===== src/rtl/mmu_sequencer.sv =====
// Purpose : sequences one 2x2 weight-stationary matmul job (weight load, skewed row feed, drain, result write).
// Latency : start accepted at cycle 0 -> done at cycle N+COL1_LAT+3 (N>0), cycle 1 (N=0); one result per cycle.
// Backpressure: none; input/result buffers always accept, start is ignored outside IDLE.
// Optional feature: define MMU_SEQ_PERF_EN to add the perf_cycles busy-cycle counter output.
module mmu_sequencer #(
    parameter int ADDR_W   = 4,
    parameter int COL0_LAT = 2,
    parameter int COL1_LAT = 3
) (
    input  logic              clk,
    input  logic              reset,
    input  logic              start,
    input  logic [ADDR_W:0]   num_rows,
    input  logic [31:0]       w_data,
    output logic              busy,
    output logic              done,
    output logic              rd_en,
    output logic [ADDR_W-1:0] rd_addr,
    input  logic [15:0]       rd_data,
    output logic              load_weight,
    output logic              valid,
    output logic [7:0]        a_in1,
    output logic [7:0]        a_in2,
    output logic [7:0]        weight1,
    output logic [7:0]        weight2,
    output logic [7:0]        weight3,
    output logic [7:0]        weight4,
    input  logic [7:0]        acc_out1,
    input  logic [7:0]        acc_out2,
    output logic              wr_en,
    output logic [ADDR_W-1:0] wr_addr,
    output logic [15:0]       wr_data
`ifdef MMU_SEQ_PERF_EN
    ,
    output logic [15:0]       perf_cycles
`endif
);

    // Feed counter is wide enough to reach N + COL1_LAT for N = 2**ADDR_W.
    localparam int FW = ADDR_W + 3;

    localparam logic [FW-1:0]   L0    = FW'(COL0_LAT);
    localparam logic [FW-1:0]   L1    = FW'(COL1_LAT);
    localparam logic [FW-1:0]   ONE_F = FW'(1);
    localparam logic [ADDR_W:0] ONE_N = (ADDR_W + 1)'(1);

    typedef enum logic [2:0] {
        S_IDLE  = 3'd0,
        S_LOADW = 3'd1,
        S_FEED  = 3'd2,
        S_DRAIN = 3'd3,
        S_DONE  = 3'd4
    } state_t;

    state_t            state;
    logic [ADDR_W:0]   n_q;        // rows in the current job
    logic              run;        // high from feed cycle f=0 until the job finishes
    logic [FW-1:0]     f;          // feed cycle index, valid while run
    logic [7:0]        skew_q;     // column-1 operand delayed one cycle
    logic [7:0]        hold_q;     // column-0 result waiting for its column-1 partner
    logic [ADDR_W-1:0] wcnt;       // next result row to write

    logic [FW-1:0]     n_f;
    logic              accept;
    logic              feed_row;
    logic              cap0;
    logic              cap1;
    logic              last_cap;
    logic              finish;

    // Decode the feed/capture windows from the feed counter.
    always_comb begin
        n_f      = FW'(n_q);
        accept   = (state == S_IDLE) && start;
        feed_row = run && (f < n_f);
        cap0     = run && (f >= L0) && (f < n_f + L0);
        cap1     = run && (f >= L1) && (f < n_f + L1);
        last_cap = run && (f == n_f + L1 - ONE_F);
        finish   = (state == S_DRAIN) && (f == n_f + L1);
    end

    // Column-0 operand comes straight from the buffer read data during its feed cycle.
    assign a_in1 = feed_row ? rd_data[7:0] : 8'h00;
    assign a_in2 = skew_q;

    // Job control FSM: weight latch, read address generation, busy/done handshake.
    always_ff @(posedge clk) begin
        if (reset) begin
            state       <= S_IDLE;
            n_q         <= '0;
            busy        <= 1'b0;
            done        <= 1'b0;
            rd_en       <= 1'b0;
            rd_addr     <= '0;
            load_weight <= 1'b0;
            weight1     <= 8'h00;
            weight2     <= 8'h00;
            weight3     <= 8'h00;
            weight4     <= 8'h00;
        end else begin
            load_weight <= 1'b0;
            done        <= 1'b0;
            case (state)
                S_IDLE: begin
                    if (start) begin
                        if (num_rows != '0) begin
                            weight1     <= w_data[7:0];
                            weight2     <= w_data[15:8];
                            weight3     <= w_data[23:16];
                            weight4     <= w_data[31:24];
                            n_q         <= num_rows;
                            busy        <= 1'b1;
                            load_weight <= 1'b1;
                            rd_en       <= 1'b1;
                            rd_addr     <= '0;
                            state       <= S_LOADW;
                        end else begin
                            // Empty job: no weights, reads or writes, just the completion pulse.
                            done  <= 1'b1;
                            state <= S_DONE;
                        end
                    end
                end
                S_LOADW: begin
                    if (n_q == ONE_N) begin
                        rd_en <= 1'b0;
                        state <= S_DRAIN;
                    end else begin
                        rd_addr <= rd_addr + 1'b1;
                        state   <= S_FEED;
                    end
                end
                S_FEED: begin
                    // Compare against N-1 rather than counting past it so a full buffer never wraps.
                    if ({1'b0, rd_addr} == n_q - ONE_N) begin
                        rd_en   <= 1'b0;
                        rd_addr <= '0;
                        state   <= S_DRAIN;
                    end else begin
                        rd_addr <= rd_addr + 1'b1;
                    end
                end
                S_DRAIN: begin
                    if (finish) begin
                        busy  <= 1'b0;
                        done  <= 1'b1;
                        state <= S_DONE;
                    end
                end
                S_DONE: begin
                    state <= S_IDLE;
                end
                default: begin
                    state <= S_IDLE;
                end
            endcase
        end
    end

    // Datapath: feed counter, column skew, valid window, result realignment and write-back.
    always_ff @(posedge clk) begin
        if (reset) begin
            run     <= 1'b0;
            f       <= '0;
            valid   <= 1'b0;
            skew_q  <= 8'h00;
            hold_q  <= 8'h00;
            wcnt    <= '0;
            wr_en   <= 1'b0;
            wr_addr <= '0;
            wr_data <= 16'h0000;
        end else begin
            skew_q <= feed_row ? rd_data[15:8] : 8'h00;

            if (state == S_LOADW) begin
                run  <= 1'b1;
                f    <= '0;
                wcnt <= '0;
            end else if (finish) begin
                run <= 1'b0;
                f   <= '0;
            end else if (run) begin
                f <= f + ONE_F;
            end

            // valid covers every cycle from the first feed through the last column-1 capture.
            if (state == S_LOADW) begin
                valid <= 1'b1;
            end else if (last_cap) begin
                valid <= 1'b0;
            end

            if (cap0) begin
                hold_q <= acc_out1;
            end

            if (cap1) begin
                wr_en   <= 1'b1;
                wr_addr <= wcnt;
                wr_data <= {acc_out2, hold_q};
                wcnt    <= wcnt + 1'b1;
            end else begin
                wr_en <= 1'b0;
            end
        end
    end

`ifdef MMU_SEQ_PERF_EN
    // Busy-cycle counter: cleared by an accepted start, saturating, held after done.
    always_ff @(posedge clk) begin
        if (reset) begin
            perf_cycles <= 16'h0000;
        end else if (accept) begin
            perf_cycles <= 16'h0000;
        end else if (busy && (perf_cycles != 16'hFFFF)) begin
            perf_cycles <= perf_cycles + 16'h0001;
        end
    end
`endif

endmodule


===== config.mk =====
export PLATFORM = sky130hd
export DESIGN_NAME = mmu_sequencer
export DESIGN_NICKNAME = d
export VERILOG_FILES = /design/src/rtl/mmu_sequencer.sv
export SDC_FILE = /design/constraint.sdc
export NUM_CORES = 1
export LEC_CHECK = 0
export ABC_AREA = 1
export BUFFER_PORTS_ARGS = -buffer_cell sky130_fd_sc_hd__buf_2
export CAP_MARGIN = 25
export CORE_UTILIZATION = 45
export CTS_BUF_LIST = sky130_fd_sc_hd__clkbuf_16
export CTS_CLUSTER_DIAMETER = 40
export DETAILED_ROUTE_END_ITERATION = 10
export GPL_TIMING_DRIVEN = 0
export PLACE_DENSITY = 0.78
export SYNTH_ARGS = -nofsm -noshare
export SYNTH_HDL_FRONTEND = slang
export SYNTH_SLANG_ARGS = --single-unit

===== constraint.sdc =====
create_clock -name clk -period 3.28 [get_ports clk]
set_clock_uncertainty 0.2 [all_clocks]
set_input_delay 0.328 -clock clk [delete_from_list [all_inputs] [get_ports clk]]
set_output_delay 0.328 -clock clk [all_outputs]
set_load 0.02 [all_outputs]

Yosys cells after proc, flatten, opt, wreduce, memory -nomap -nowiden
Cells that the tools add are included.
Widths: inputs -> output; s select.
- register bits after elaboration: 98
- input bits: 72
- output and inout port bits: 78
- logic and storage cells: 100
- add/subtract/negate cells: 7
- $lt $le $gt $ge: 5
- eq/ne operators: 13
- muxes and demuxes: 30
- bitwise logic cells: 3
- reductions and logical operators: 22
- operators by type and width (operator ; count):
    $mux 4 ; 6
    $ge 7x2->1 const B ; 2
    $mux 1 ; 14
    $add 5x2->6 const B ; 2
    $mux 3 ; 4
    $pmux 3 s4 ; 1
    $pmux 4 s3 ; 1
    $ne 2x2->1 const B ; 5
    $add 4x1->4 const B ; 2
    $mux 8 ; 1
    $reduce_and 4->1 ; 2
    $reduce_bool 2->1 ; 4
    $add 7x1->7 const B ; 1
    $eq 7x6->1 ; 1
    $eq 7x7->1 ; 1
    $logic_and 1x1->1 ; 7
    $lt 7x5->1 ; 1
    $lt 7x6->1 ; 1
    $lt 7x7->1 ; 1
    $sub 7x1->7 const B ; 1
    $eq 3x2->1 const B ; 2
    $reduce_and 3->1 ; 2
    $reduce_or 3->1 ; 2
    $eq 4x5->1 ; 1
    12 further kinds ; 15

Depth between registers and ports, before layout
- word-level depth: 6
- mapped depth: 16
- mapped depth without buffers: 15

Worst setup path after synthesis
Ideal clock, no wire load.
- kind: reg2reg
- start point: register n_q[0]
- end point: register wr_data[10]
- arrival time: 2.169 ns
- setup slack: 0.795 ns
- cell stages (with the launch flop): 16
- buffers on the path: 1
- period minus slack after synthesis: 2.485 ns
- cells stage by stage: dfxtp_1 -> inv_1 -> ha_1 -> inv_1 -> nand3_1 -> nand2_1 -> nand2_1 -> inv_1 -> ha_1 -> a21oi_1 -> o21ai_1 -> a21oi_2 -> nand2_2 -> buf_2 -> o21ai_0 -> nor2_1
- word-level cells in the longest chain between the ends: 3
- RTL lines (element ; RTL line ; RTL):
    start: declaration ; 56 ; logic [ADDR_W:0] n_q;
    start signal: assignment ; 111 ; n_q <= num_rows;
    $add 5x2->6 ; 77 ; cap1 = run && (f >= L1) && (f < n_f + L1);
    $lt 7x7->1 ; 77 ;
    $logic_and 1x1->1 ; 77 ;
    end signal: assignment ; 200 ; wr_data <= {acc_out2, hold_q};
    end: declaration ; 32 ; output logic [15:0] wr_data
Every way passes these cells.
A chain may end at the register's enable or synchronous reset.

Worst setup path after layout
Ends and elaborated chain as after synthesis.

==> impl_table.tex <==
\begin{tabular}{lr}
\hline
Metric & Value \\
\hline
\multicolumn{2}{l}{\textbf{CTS}} \\
\quad Clock tree from TritonCTS & built \\
\quad Clock tree root buffer cell & clkbuf\_16 \\
\quad Buffer count from post-CTS setup fixing & 0 \\
\quad Clock tree buffer depth & 2 \\
\quad Number of sinks driven by the clock tree & 98 \\
\quad Cts bufs inserted & 9 \\
\quad Resized cells post-CTS & 0 \\
\quad Number of levels in the clock H-tree & 3 \\
\quad Clock Latency Late Sink & 0.34 ns \\
\quad Clk slew on worst S/H paths & 0.07 ns \\
\multicolumn{2}{l}{\textbf{Yosys}} \\
\quad Portion of synthesized cell area occupied by the leading cell type & 0.4385 \\
\quad Dominant cells by area after synthesis & dfxtp\_1 44\%, nand2\_1 12\%, nor2\_1 8.5\% \\
\quad Yosys warnings & 0 \\
\quad Synthesized flop and latch total & 98 \\
\quad Synth cell types & 32 \\
\quad Gate count after technology mapping & 609 \\
\quad Average footprint of a synthesized cell & 7.347 um\^{}2 \\
\quad Sequential element share of the synthesized area & 0.4385 \\
\quad Post-synthesis instance area & 4474 um\^{}2 \\
\quad Post-Synthesis Net Count & 710 \\
\quad Library cell with the largest summed area after synthesis & dfxtp\_1 \\
\multicolumn{2}{l}{\textbf{Global routing}} \\
\quad Global-route wire length before repair & 17730 um \\
\quad Total GRT Usage & 0.2199 \\
\quad Maximum number of pins on one net before global-route repair & 16 \\
\quad Via count of the first global-routing pass & 4076 \\
\quad Initial antenna violation count & 0 \\
\quad Overflow left after global routing & 0 \\
\multicolumn{2}{l}{\textbf{STA}} \\
\quad Max\_slew headroom & 0.6110 \\
\quad Peak Freq & 333.4 MHz \\
\quad Period utilization & 0.9144 \\
\quad Fin worst setup slack & 0.2807 ns \\
\quad Final hold violation count & 0 \\
\quad Final-report setup violation count & 0 \\
\quad RSZ-0062 raised after global routing & no \\
\quad Final critical delay including setup and external delays & 2.999 ns \\
\quad Worst hold margin & 0.006932 ns \\
\quad Total negative setup slack & 0 ns \\
\quad Slew at the pin closest to its max-slew limit & 0.5835 ns \\
\quad Number of max-slew violations in the final report & 0 \\
\multicolumn{2}{l}{\textbf{Pwr}} \\
\quad Leak & 2.813 nW \\
\quad Power Dens Cells & 627.6 nW/um\^{}2 \\
\quad Max VDD drop & 0.0004070 V \\
\quad Post-layout total power & 3.576 mW \\
\multicolumn{2}{l}{\textbf{Routing}} \\
\quad Total wirelength of the detailed-routed design & 11260 um \\
\quad Detailed-route vias per instance & 4.909 \\
\quad Initial DRT Pass Iterations & 5 \\
\quad Average routed wire per standard cell & 12.36 um \\
\quad Via count & 4472 \\
\quad Remaining antenna violation count & 0 \\
\quad DRC violations left & 0 \\
\quad First-iteration detailed-routing DRC count & 194 \\
\multicolumn{2}{l}{\textbf{Place}} \\
\quad Place WS & 0.3576 ns \\
\quad \# port buffers & 149 \\
\quad Gpl congestion & 0.9277 \\
\quad Half-perimeter wire length of the detailed placement result & 8519 um \\
\quad Total cell area at the placement stage & 5386 um\^{}2 \\
\multicolumn{2}{l}{\textbf{Min path}} \\
\quad Hold depth & 3 \\
\quad Launch point of the worst hold path & rd\_data[12] \\
\quad Hold/Removal Path Class & in2reg \\
\multicolumn{2}{l}{\textbf{Floorplan}} \\
\quad Number of top-level design ports & 150 \\
\quad CORE AREA & 9684 um\^{}2 \\
\quad Die height & 101.7 um \\
\quad Placement row count & 36 \\
\quad Starting Density & 0.4620 \\
\quad Area of the die & 10350 um\^{}2 \\
\quad Horiz. Die Dim & 101.7 um \\
\multicolumn{2}{l}{\textbf{Flow run}} \\
\quad Maximum capacitance violations & 0 \\
\multicolumn{2}{l}{\textbf{Final layout}} \\
\quad Footprint of the multi-input gates & 2202 um\^{}2 \\
\quad Number of nets in the layout & 875 \\
\quad Fraction of layout cells with a size suffix above 1 & 0.2378 \\
\quad Sequential cell area & 1962 um\^{}2 \\
\quad ANT cells & 0 \\
\quad Layout fillers & 890 \\
\quad Area growth from synthesis to final layout & 27.35\% \\
\quad Post-Layout Inst Area & 5698 um\^{}2 \\
\multicolumn{2}{l}{\textbf{Critical path}} \\
\quad Crit. End Element & flip-flop \\
\quad Required time reported for the critical path endpoint & 3.31 ns \\
\quad Crit path from & n\_q[0] \\
\quad Arrival time worst endpoint & 3.03 ns \\
\quad Worst flop-to-flop path startpoint & n\_q[0] \\
\quad Crit path launch type & flip-flop \\
\quad Worst R2R Path Depth & 15 \\
\quad Peak fanout along the critical path & 10 \\
\quad Crit path kind & reg2reg \\
\multicolumn{2}{l}{\textbf{Outcome}} \\
\quad Status & complete, no violations \\
\hline
\end{tabular}
==> cells in the final DEF (no fill, tap or decap), types with 2 or more instances in the layout <==
master         Yosys  layout
buf_2              8     157
nand2_1          139     139
nor2_1           101     101
dfxtp_1           98      98
a21oi_1           59      59
inv_1             48      50
o21ai_0           39      39
ha_1              29      29
nand3_1           22      22
clkbuf_1          11      11
xor2_1            10      10
clkbuf_16          0       9
nor3_1             8       8
inv_2              6       6
nand4_1            5       5
xnor2_1            5       5
dlygate4sd3_1      0       5
nand2_2            3       3
clkinv_1           1       2
o22ai_1            2       2
o21a_1             2       2
==> state kept, by name, indices dropped and copies added, names as in the netlist, 5 cells and up <==
signal	cells
weight2	8
wr_data	16
n_q	5
weight3	8
a_in2	8
hold_q	8
f	7
weight4	8
weight1	8
==> through the flow <==
step | cells | utilization
6_report | 911 | 0.5884
5_1_grt | 911 | 0.5884
3_5_place_dp | 891 | 0.5562
2_1_floorplan | 609 | -
4_1_cts | 911 | 0.5884
3_3_place_gp | 891 | 0.5562
==> synthesized netlist by cell type <==
| cell | count |
|---|---|
| nand2_1 | 139 |
| nor2_1 | 101 |
| dfxtp_1 | 98 |
| a21oi_1 | 59 |
| inv_1 | 48 |
| o21ai_0 | 39 |
| ha_1 | 29 |
| nand3_1 | 22 |
| clkbuf_1 | 11 |
| xor2_1 | 10 |
| buf_2 | 8 |
| nor3_1 | 8 |
| inv_2 | 6 |
| nand4_1 | 5 |
| xnor2_1 | 5 |
| nand2_2 | 3 |
| o21a_1 | 2 |
| o22ai_1 | 2 |
| a2111oi_2 | 1 |
| a211oi_1 | 1 |
| a21o_1 | 1 |
| a21oi_2 | 1 |
| buf_1 | 1 |
| buf_4 | 1 |
| buf_6 | 1 |
| clkinv_1 | 1 |
| nand3_2 | 1 |
| nor4_1 | 1 |
| nor4b_2 | 1 |
| o211ai_1 | 1 |
| o21ai_1 | 1 |
| or2_2 | 1 |
==> worst max-delay path, cell delays in order (launching register included) <==
cell and delay [ns]:
dfxtp_1 0.51, inv_1 0.18, ha_1 0.29, inv_1 0.11, nand3_1 0.08, nand2_1 0.10
nand2_1 0.11, inv_1 0.10, ha_1 0.24, a21oi_1 0.16, o21ai_1 0.09, a21oi_2 0.12
nand2_2 0.13, buf_2 0.21, o21ai_0 0.20, nor2_1 0.07
==> worst paths after layout <==
path / end / slack, ns
setup / recovery: wr_data[10] / 0.28
hold / removal: a_in2[4] / 0.007
hold reg to reg: weight3[4] / 0.26
setup reg to reg: wr_data[10] / 0.28
==> cells by family after synthesis <==
logic type | Yosys count | synth area share
AND/OR/NAND/NOR | 282 | 0.2545
AO/OA/AOI/OAI | 108 | 0.1272
flip-flops | 98 | 0.4385
XOR/XNOR | 15 | 0.02936
buffers and inverters | 77 | 0.06935
adder cells (fa/ha/maj) | 29 | 0.08110
==> where the power goes <==
| part | internal [mW] | leakage (nW) | switching (mW) | total, mW |
|---|---|---|---|---|
| Sequential | 1.33 | 0.797 | 0.0963 | 1.42 |
| Clock | 0.506 | 0.132 | 0.441 | 0.947 |
| Combinational | 0.402 | 1.88 | 0.802 | 1.20 |
| Total | 2.24 | 2.81 | 1.34 | 3.58 |
==> routing by layer <==
metal / track usage / wire, um / vias up
li1: - / - / 2280
met2: 0.3877 / 5372 / 169
met5: 0 / 0 / -
met1: 0.2539 / 4977 / 2011
met4: 0.08361 / 140 / 0
met3: 0.05797 / 773 / 12
==> cell type report <==
type / count / share of cell area
Multi-Input combinational cell: 434 / 0.3865
Buffer: 22 / 0.01823
Tap cell: 133 / 0.02921
Clock buffer: 9 / 0.03953
Clock inverter: 6 / 0.006368
Timing Repair Buffer: 154 / 0.1397
Inverter: 55 / 0.03623
Sequential cell: 98 / 0.3443
==> repair_timing <==
item / CTS / global route
hold buffers: 5 / 0
endpoints found under the hold margin: 5 / 0
endpoints found under the setup margin: 0 / 0
Note: power is estimated with default switching activity, not from simulation.
